**config.mk**
```make
export PLATFORM = sky130hd
export DESIGN_NAME = bmu_mc_unit
export DESIGN_NICKNAME = d
export VERILOG_FILES = /design/src/rtl/bmu_pkg.sv /design/src/rtl/bmu_mc_step.sv /design/src/rtl/bmu_mc_unit.sv
export SDC_FILE = /design/constraint.sdc
export NUM_CORES = 1
export LEC_CHECK = 0
export ABC_CLOCK_PERIOD_IN_PS = 15400
export CAP_MARGIN = 20
export CORE_MARGIN = 5
export CORE_UTILIZATION = 30
export DETAILED_ROUTE_END_ITERATION = 6
export GPL_TIMING_DRIVEN = 0
export HOLD_SLACK_MARGIN = 0.02
export SLEW_MARGIN = 20
export SYNTH_ARGS = -nofsm -noshare
export SYNTH_HDL_FRONTEND = slang
export SYNTH_HIERARCHICAL = 1
export SYNTH_SLANG_ARGS = --single-unit
```
**constraint.sdc**
```tcl
create_clock -name clk -period 15.4 [get_ports clk]
set_input_delay 2.31 -clock clk [delete_from_list [all_inputs] [get_ports clk]]
set_output_delay 2.31 -clock clk [all_outputs]
set_load 0.05 [all_outputs]
```
**src/rtl/bmu_pkg.sv**
```systemverilog
// Shared definitions for the bit-manipulation unit.
// Holds the 5-bit BMU opcode encodings, the multi-cycle FSM state type and a
// helper that tells which opcodes iterate over the operand bits.
package bmu_pkg;

  typedef enum logic [4:0] {
    OP_CLMUL  = 5'b00001,
    OP_CLMULH = 5'b00010,
    OP_CLMULR = 5'b00011,
    OP_CLZ    = 5'b00100,
    OP_CPOP   = 5'b00101,
    OP_CTZ    = 5'b00110
  } bmu_op_e;

  typedef enum logic [1:0] {
    ST_IDLE = 2'd0,
    ST_RUN  = 2'd1,
    ST_DONE = 2'd2
  } bmu_state_e;

  // Opcodes that walk the operand bits; anything else finishes immediately.
  function automatic logic bmu_op_iterates(input logic [4:0] op);
    return op inside {OP_CLMUL, OP_CLMULH, OP_CLMULR, OP_CLZ, OP_CPOP, OP_CTZ};
  endfunction

endpackage

```
**src/rtl/bmu_mc_step.sv**
```systemverilog
// One iteration of the multi-cycle BMU: folds BITS_PER_CYCLE bits of op_a
// (starting at absolute bit position base_i) into the accumulators.
// Ports:
//   option_i  - latched opcode
//   a_slice_i - op_a bits [base_i +: BITS_PER_CYCLE]
//   b_i       - latched op_b (carry-less multiplicand)
//   base_i    - absolute bit index of a_slice_i[0]
//   clacc_i/o - 64-bit carry-less product accumulator (XOR only)
//   cnt_i/o   - 6-bit count accumulator
//     CLZ : (index of highest set bit) + 1, 0 if none; result is 32 - cnt
//     CTZ : number of zeros seen so far while all lower bits were zero
//     CPOP: running popcount
module bmu_mc_step
  import bmu_pkg::*;
#(
  parameter int BITS_PER_CYCLE = 1
) (
  input  logic [4:0]                option_i,
  input  logic [BITS_PER_CYCLE-1:0] a_slice_i,
  input  logic [31:0]               b_i,
  input  logic [4:0]                base_i,
  input  logic [63:0]               clacc_i,
  input  logic [5:0]                cnt_i,
  output logic [63:0]               clacc_o,
  output logic [5:0]                cnt_o
);

  logic [5:0] idx;

  always_comb begin
    clacc_o = clacc_i;
    cnt_o   = cnt_i;
    idx     = '0;
    for (int k = 0; k < BITS_PER_CYCLE; k++) begin
      idx = {1'b0, base_i} + 6'(k);
      case (option_i)
        OP_CLMUL, OP_CLMULH, OP_CLMULR: begin
          if (a_slice_i[k]) clacc_o = clacc_o ^ ({32'b0, b_i} << idx);
        end
        OP_CLZ: begin
          // Bits arrive LSB first, so the last set bit seen is the highest.
          if (a_slice_i[k]) cnt_o = idx + 6'd1;
        end
        OP_CTZ: begin
          // cnt equals idx only while every lower bit has been zero.
          if (!a_slice_i[k] && (cnt_o == idx)) cnt_o = idx + 6'd1;
        end
        OP_CPOP: begin
          cnt_o = cnt_o + {5'b0, a_slice_i[k]};
        end
        default: ;
      endcase
    end
  end

endmodule

```
**src/rtl/bmu_mc_unit.sv**
```systemverilog
// Multi-cycle BMU slice: CLMUL/CLMULH/CLMULR/CLZ/CTZ/CPOP computed over
// 32/BITS_PER_CYCLE RUN cycles with a fixed latency.
// Ports:
//   clk, rst        - clock, asynchronous active-high reset
//   start           - request strobe, only honoured in IDLE
//   option          - 5-bit BMU opcode
//   op_a, op_b      - source operands (op_b used by CLMUL* only)
//   flush           - abort the in-flight operation
//   busy            - high in RUN and DONE
//   stall           - start & idle | RUN
//   done            - one-cycle result-valid pulse
//   result          - operation result, held until the next operation completes
module bmu_mc_unit
  import bmu_pkg::*;
#(
  parameter int BITS_PER_CYCLE = 1
) (
  input  logic        clk,
  input  logic        rst,
  input  logic        start,
  input  logic [4:0]  option,
  input  logic [31:0] op_a,
  input  logic [31:0] op_b,
  input  logic        flush,
  output logic        busy,
  output logic        stall,
  output logic        done,
  output logic [31:0] result
);

  localparam int         ITERS    = 32 / BITS_PER_CYCLE;
  localparam logic [4:0] CTR_LOAD = 5'(ITERS - 1);
  localparam logic [4:0] POS_STEP = 5'(BITS_PER_CYCLE);

  bmu_state_e  state_q, state_d;
  logic [4:0]  ctr_q;
  logic [4:0]  bitpos_q;
  logic [4:0]  op_q;
  logic [31:0] a_q;
  logic [31:0] b_q;
  logic [63:0] clacc_q, clacc_d;
  logic [5:0]  cnt_q, cnt_d;
  logic [31:0] result_q;
  logic [31:0] final_res;
  logic        accept;

  bmu_mc_step #(
    .BITS_PER_CYCLE(BITS_PER_CYCLE)
  ) u_step (
    .option_i (op_q),
    .a_slice_i(a_q[bitpos_q +: BITS_PER_CYCLE]),
    .b_i      (b_q),
    .base_i   (bitpos_q),
    .clacc_i  (clacc_q),
    .cnt_i    (cnt_q),
    .clacc_o  (clacc_d),
    .cnt_o    (cnt_d)
  );

  // flush beats start in IDLE
  assign accept = (state_q == ST_IDLE) && start && !flush;

  always_comb begin
    state_d = state_q;
    case (state_q)
      ST_IDLE: begin
        if (accept) state_d = bmu_op_iterates(option) ? ST_RUN : ST_DONE;
      end
      ST_RUN: begin
        if (flush)              state_d = ST_IDLE;
        else if (ctr_q == 5'd0) state_d = ST_DONE;
      end
      ST_DONE: state_d = ST_IDLE;
      default: state_d = ST_IDLE;
    endcase
  end

  // Final result from the registered accumulators only; unknown opcodes
  // fall through to zero since their accumulators were cleared at accept.
  always_comb begin
    final_res = '0;
    case (op_q)
      OP_CLMUL:  final_res = clacc_q[31:0];
      OP_CLMULH: final_res = clacc_q[63:32];
      OP_CLMULR: final_res = clacc_q[62:31];
      OP_CLZ:    final_res = {26'b0, 6'd32 - cnt_q};
      OP_CTZ:    final_res = {26'b0, cnt_q};
      OP_CPOP:   final_res = {26'b0, cnt_q};
      default:   final_res = '0;
    endcase
  end

  always_ff @(posedge clk or posedge rst) begin
    if (rst) begin
      state_q  <= ST_IDLE;
      ctr_q    <= '0;
      bitpos_q <= '0;
      op_q     <= '0;
      a_q      <= '0;
      b_q      <= '0;
      clacc_q  <= '0;
      cnt_q    <= '0;
      result_q <= '0;
    end else begin
      state_q <= state_d;
      case (state_q)
        ST_IDLE: begin
          if (accept) begin
            op_q     <= option;
            a_q      <= op_a;
            b_q      <= op_b;
            clacc_q  <= '0;
            cnt_q    <= '0;
            ctr_q    <= CTR_LOAD;
            bitpos_q <= '0;
          end
        end
        ST_RUN: begin
          if (!flush) begin
            clacc_q  <= clacc_d;
            cnt_q    <= cnt_d;
            ctr_q    <= ctr_q - 5'd1;
            bitpos_q <= bitpos_q + POS_STEP;
          end
        end
        ST_DONE: begin
          if (!flush) result_q <= final_res;
        end
        default: ;
      endcase
    end
  end

  assign busy   = (state_q != ST_IDLE);
  assign stall  = (start && (state_q == ST_IDLE)) || (state_q == ST_RUN);
  // A flush during DONE cancels the pulse and keeps the previous result.
  assign done   = (state_q == ST_DONE) && !flush;
  assign result = done ? final_res : result_q;

endmodule
```
Word-level counts from Yosys, hierarchy flattened --
Index checks and enable logic that the tools add are counted.
Word-level totals: flip-flop bits (word level) 183, bits of input ports 73, output and inout port bits 35, word-level logic and storage cells 85
Cells by class: add/subtract/negate cells 5, equality and inequality tests 23, shift operators 2, multiplexer cells 24, bitwise operators 2, reduce and logical (&&, ||, !) cells 20
Operators by type and width (number):
- two-way mux 64 bit | 4
- one-hot mux 32 bit (5 select lines) | 1
- one-hot mux 64 bit (2 select lines) | 1
- left shift 32 x 5 -> 64 bit | 1
- bitwise XOR 64 bit | 1
- two-way mux 32 bit | 1
- variable part select 32 x 6 -> 1 bit | 1
- == test 5 x 3 -> 1 bit (second input constant) | 6
- two-way mux 6 bit | 4
- == test 5 x 2 -> 1 bit (second input constant) | 4
- two-way mux 5 bit | 4
- one-hot mux 5 bit (2 select lines) | 2
- one-hot mux 6 bit (3 select lines) | 1
- one-hot mux 6 bit (2 select lines) | 1
- == test 5 x 1 -> 1 bit (second input constant) | 2
- two-way mux 2 bit | 4
- adder 5 x 1 -> 6 bit (second input constant) | 1
- adder 6 x 1 -> 6 bit | 1
- == test 6 x 5 -> 1 bit | 1
- inequality test 3 x 2 -> 1 bit (second input constant) | 2
- AND reduction 2 bit | 3
- AND reduction 6 bit | 1
- nonzero test 6 bit | 1
- subtractor 6 bit (first input constant) | 1
- other kinds (20) | 27

Depth between registers and ports, before layout --
Gate-level depths: netlist (run 1).
word-level depth 7, mapped depth 14, gate-level depth less buffers 11

Cells and area by module --
Netlist (run 1), hierarchy kept.
By module, submodules not included:
- bmu_mc_unit | times used 1, cells each 768, area an instance 7971.4 µm²
- bmu_mc_step | times used 1, cells each 364, area an instance 3188.1 µm²

Worst setup path after synthesis (run 1) --
OpenSTA, ideal clock, no wires.
path kind input to output, start point in flush, end point out result[25], data arrival time 4.258 ns, data required time 13.090 ns, path slack 8.832 ns, stages 5, path buffers 1, path through or3b_1 > buf_6 > inv_4 > nand3_4 > o21ai_0
On the way: longest elaborated chain between the ends 3
Ends and longest elaborated chain:
- start: declaration | line bmu_mc_unit.sv:24 | input logic flush,
- zero test 1 bit | line bmu_mc_unit.sv:137 | assign done = (state_q == ST_DONE) && !flush;
- logical AND 1 bit | line bmu_mc_unit.sv:137
- net done | line bmu_mc_unit.sv:27 | output logic done,
- two-way mux 32 bit | line bmu_mc_unit.sv:138 | assign result = done ? final_res : result_q;
- end: declaration | line bmu_mc_unit.sv:28 | output logic [31:0] result
The timed path passes the listed nets, and every way through them passes these cells.

Worst setup path after layout (run 1) --
start point in flush, end point out result[13]
On the way: longest elaborated chain between the ends 3
Ends and longest elaborated chain (line):
- zero test 1 bit | bmu_mc_unit.sv:137
- logical AND 1 bit | bmu_mc_unit.sv:137
- two-way mux 32 bit | bmu_mc_unit.sv:138
No other way between the ends.

==> results of run 1 <==
## final cells by class
cell class,count,area (µm²)
fillers,3717,23300
multi-input cells,856,6100
flip-flops and latches,183,4580
repair buffers,108,1100
well taps,468,586
plain buffers,82,434
clock buffers,18,429
clock inverters,14,126
inverters,11,51.3
## cell usage in the layout, fill, tap and decap left out, types with 6 or more instances in the layout
cell type        instances
nor3_1                  11
o22ai_1                 14
nor2_1                  46
xor2_1                  35
mux2i_1                 44
nand2_1                266
a22o_1                  77
clkbuf_1                33
and2_1                   6
clkbuf_16               17
inv_6                    7
a22oi_1                 34
o21ai_0                 19
nand4_1                  6
o21ai_1                 28
buf_1                    8
and3_1                   7
inv_1                    9
nand3_1                 14
dfrtp_1                183
buf_6                   11
xnor2_1                 41
a21oi_1                 18
nor2b_1                  7
buf_2                   29
mux2_2                  52
mux4_2                  30
clkdlybuf4s50_1        107
ha_1                     7
## path summary, 6_finish.rpt
check | startpoint | to | depth (start not counted)
max | flush | result[13] | 8
min reg2reg | a_q[26] | a_q[26] | 2
max reg2reg | bitpos_q[1] | clacc_q[18] | 13
min in group asynchronous | rst | result_q[19] | 2
max in group asynchronous | rst | result_q[0] | 3
min | a_q[26] | a_q[26] | 2
## sequential cells by signal, indices dropped and copies added, names as in the netlist
signal and flops:
bitpos_q 5, a_q 32, state_q 2, result_q 32, cnt_q 6, b_q 32
clacc_q 64, op_q 5, ctr_q 5
## power groups by stage
stage | combinational (mW) | sequential (mW) | clock (mW)
after floorplan | 0.499 | 0.633 | 0
after global placement | 0.695 | 0.663 | 0
after detailed placement | 0.701 | 0.667 | 0
after CTS | 0.706 | 0.658 | 0.441
after global routing | 0.765 | 0.673 | 0.461
final | 0.707 | 0.659 | 0.430
## metal layers
layer  up-vias  part of all wire (%)
li1       4328                     -
met2       240                    46
met4         0                   2.0
met3        38                   4.0
met5         -                     0
met1      4503                    48
## cells by family after synthesis
family	share of synthesized area, %
xor gates and xnor gates	5.96
muxes	15.8
AOI/OAI and AO/OA	16.3
and+or+nand+nor	15.8
adders and majority gates	0.785
buffers and inverters	4.28
DFF	41.0
## tightest hold or removal path, stage by stage (launching register included)
cell and delay [ns]:
dfrtp_1 0.34, nand2_1 0.05, nand2_1 0.05
## per-stage QoR
step | setup slack (ns) | hold WS, ns | cell area [µm²] | util, % | std cells
2_1_floorplan | 8.12 | 0.445 | 11200 | - | 1132
3_3_place_gp | 5.47 | 0.459 | 12800 | 34.9 | 1707
3_5_place_dp | 8.11 | 0.462 | 12900 | 35.0 | 1708
4_1_cts | 8.10 | 0.481 | 13400 | 36.5 | 1740
5_1_grt | 8.01 | 0.500 | 13400 | 36.5 | 1740
6_report | 8.16 | 0.475 | 13400 | 36.5 | 1740
==> results.txt, run 1 <==
Top cell by count, worst path = clkdlybuf4s50_1
critical-path maximum fanout = 10
final wirelength = 34300 µm
IO Pins = 108
# DRC = 0
switch share = 40.8%
CTS max path bufs = 2
post-CTS sizing = 0
WL/cell = 19.7 µm
reg-to-reg slack, setup = 11.28 ns
number of max-cap violations = 0
initial DRC count = 656
RD Place Congestion = 0.970
synthesis-stage register bit count = 183
Commonest cells post-synth = nand2_1, dfrtp_1, a22o_1
worst path bufs/invs = 5
drt first pass iters = 5
Critical Path Sink Type = primary output
fmax = 0.138 GHz
Clock power frac = 23.9%
final net count = 1339
asr flop ratio synth = 100%
hold_buf cts = 0
met2 Use GR = 26.5%
Die X = 203 µm
CP arrival = 4.93 ns
routed vias = 9109
slew at the pin closest to its max-slew limit = 0.929 ns
clk sinks = 183
Most used DFF post-synth = dfrtp_1
root buffer cell = clkbuf_16
cell area power density = 134 mW/mm²
combinational power share = 39.4%
Initial Util = 30.4%
Final ANT Viol Nets = 0
total track usage = 16.9%
met1 Track Usage GR = 24.1%
largest net degree at the start of global routing = 93
delay-heaviest family, CP = buffers and inverters
Final Cycle Share = 47.0%
Congestion Overflow GR = 0
register share of total power = 36.7%
first-pass GRT wire length = 54900 µm
Worst VDD drop = 85.0 µV
Die Y = 203 µm
worst-skew pair later-pin latency = 0.46 ns
Critical Path Max Stage Delay = 0.86 ns
Rel. slew slack = 37.9%
startpoint types = primary input
RSZ-0062 raised after global routing = no
Vias/cell = 5.24
vias in the first global route = 9404
Synthesized Nets = 1212
status = completed
cell taking the most area after synthesis = dfrtp_1
Die ar. = 0.0412 mm²
Slew Viols, Final = 0
CP Data Required Time = 13.09 ns
min-delay worst type = flip-flop to flip-flop
Final Power = 1.80 mW
antenna violations before repair = 0
htree depth = 4
total CTS buffers = 17
Buffers on Ports = 107
Yosys top cell area share = 41.0%
crit path time final = 7.24 ns
GRT Max-Usage Layer = met2
Synth Instances = 1132
row count = 70
Post-Syn Area = 0.0112 mm²
GR met3 Demand/Resource = 2.92%
ANT cells = 0
Worst Clk Skew = 0.0195 ns
Net Sw Power = 732 µW
TritonCTS clock tree = done
final setup vio count = 0
Syn-to-layout area delta = 20.1%
most common cell in the netlist = nand2_1
setup TNS = 0 ns
slowest CP cell = clkdlybuf4s50_1
Pint = 1.06 mW
leading cell types by total area after synthesis = dfrtp_1, nand2_1, mux4_2
share of cells above drive strength 1 = 14.2%
core region area = 0.0367 mm²
Setup CP Type = primary input to primary output
crit-path cells = clkdlybuf4s50_1 > or3b_1 > buf_6 > inv_4 > nand3_4 > buf_2 > o21ai_1 > clkdlybuf4s50_1
# Post-CTS Setup Buffers = 0
Yosys cell types = 73
clk slew on worst S/H paths = 0.07 ns
Post-DP HPWL = 26100 µm
Syn Area/Cell = 9.86 µm²
final-report hold violation count = 0
Synth Warn # = 6
Post-synth EDFFs = 0
sequential area share after synthesis = 41.0%
Leakage = 5.69 nW
(Power assumes the default switching activity.)
==> inputs of run 2 (changes only) <==
--- a/config.mk
+++ b/config.mk
@@ -5,7 +5,7 @@
 export SDC_FILE = /design/constraint.sdc
 export NUM_CORES = 1
 export LEC_CHECK = 0
-export ABC_CLOCK_PERIOD_IN_PS = 15400
+export ABC_CLOCK_PERIOD_IN_PS = 6800
 export CAP_MARGIN = 20
 export CORE_MARGIN = 5
 export CORE_UTILIZATION = 30
==> constraint.sdc (replaced) <==
create_clock -name clk -period 6.8 [get_ports clk]
set_input_delay 1.02 -clock clk [delete_from_list [all_inputs] [get_ports clk]]
set_output_delay 1.02 -clock clk [all_outputs]
set_load 0.05 [all_outputs]
==> results of run 2 <==
Same layout as run 1 (identical final DEF). Status: completed.
Main changes from that run: setup slack after placement 8.11 ns -> 2.09 ns; setup slack after layout 8.16 ns -> 2.14 ns; register-to-register setup slack 11.28 ns -> 2.68 ns; total power 1.80 mW -> 4.07 mW; worst IR drop on VDD 85.0 µV -> 192 µV
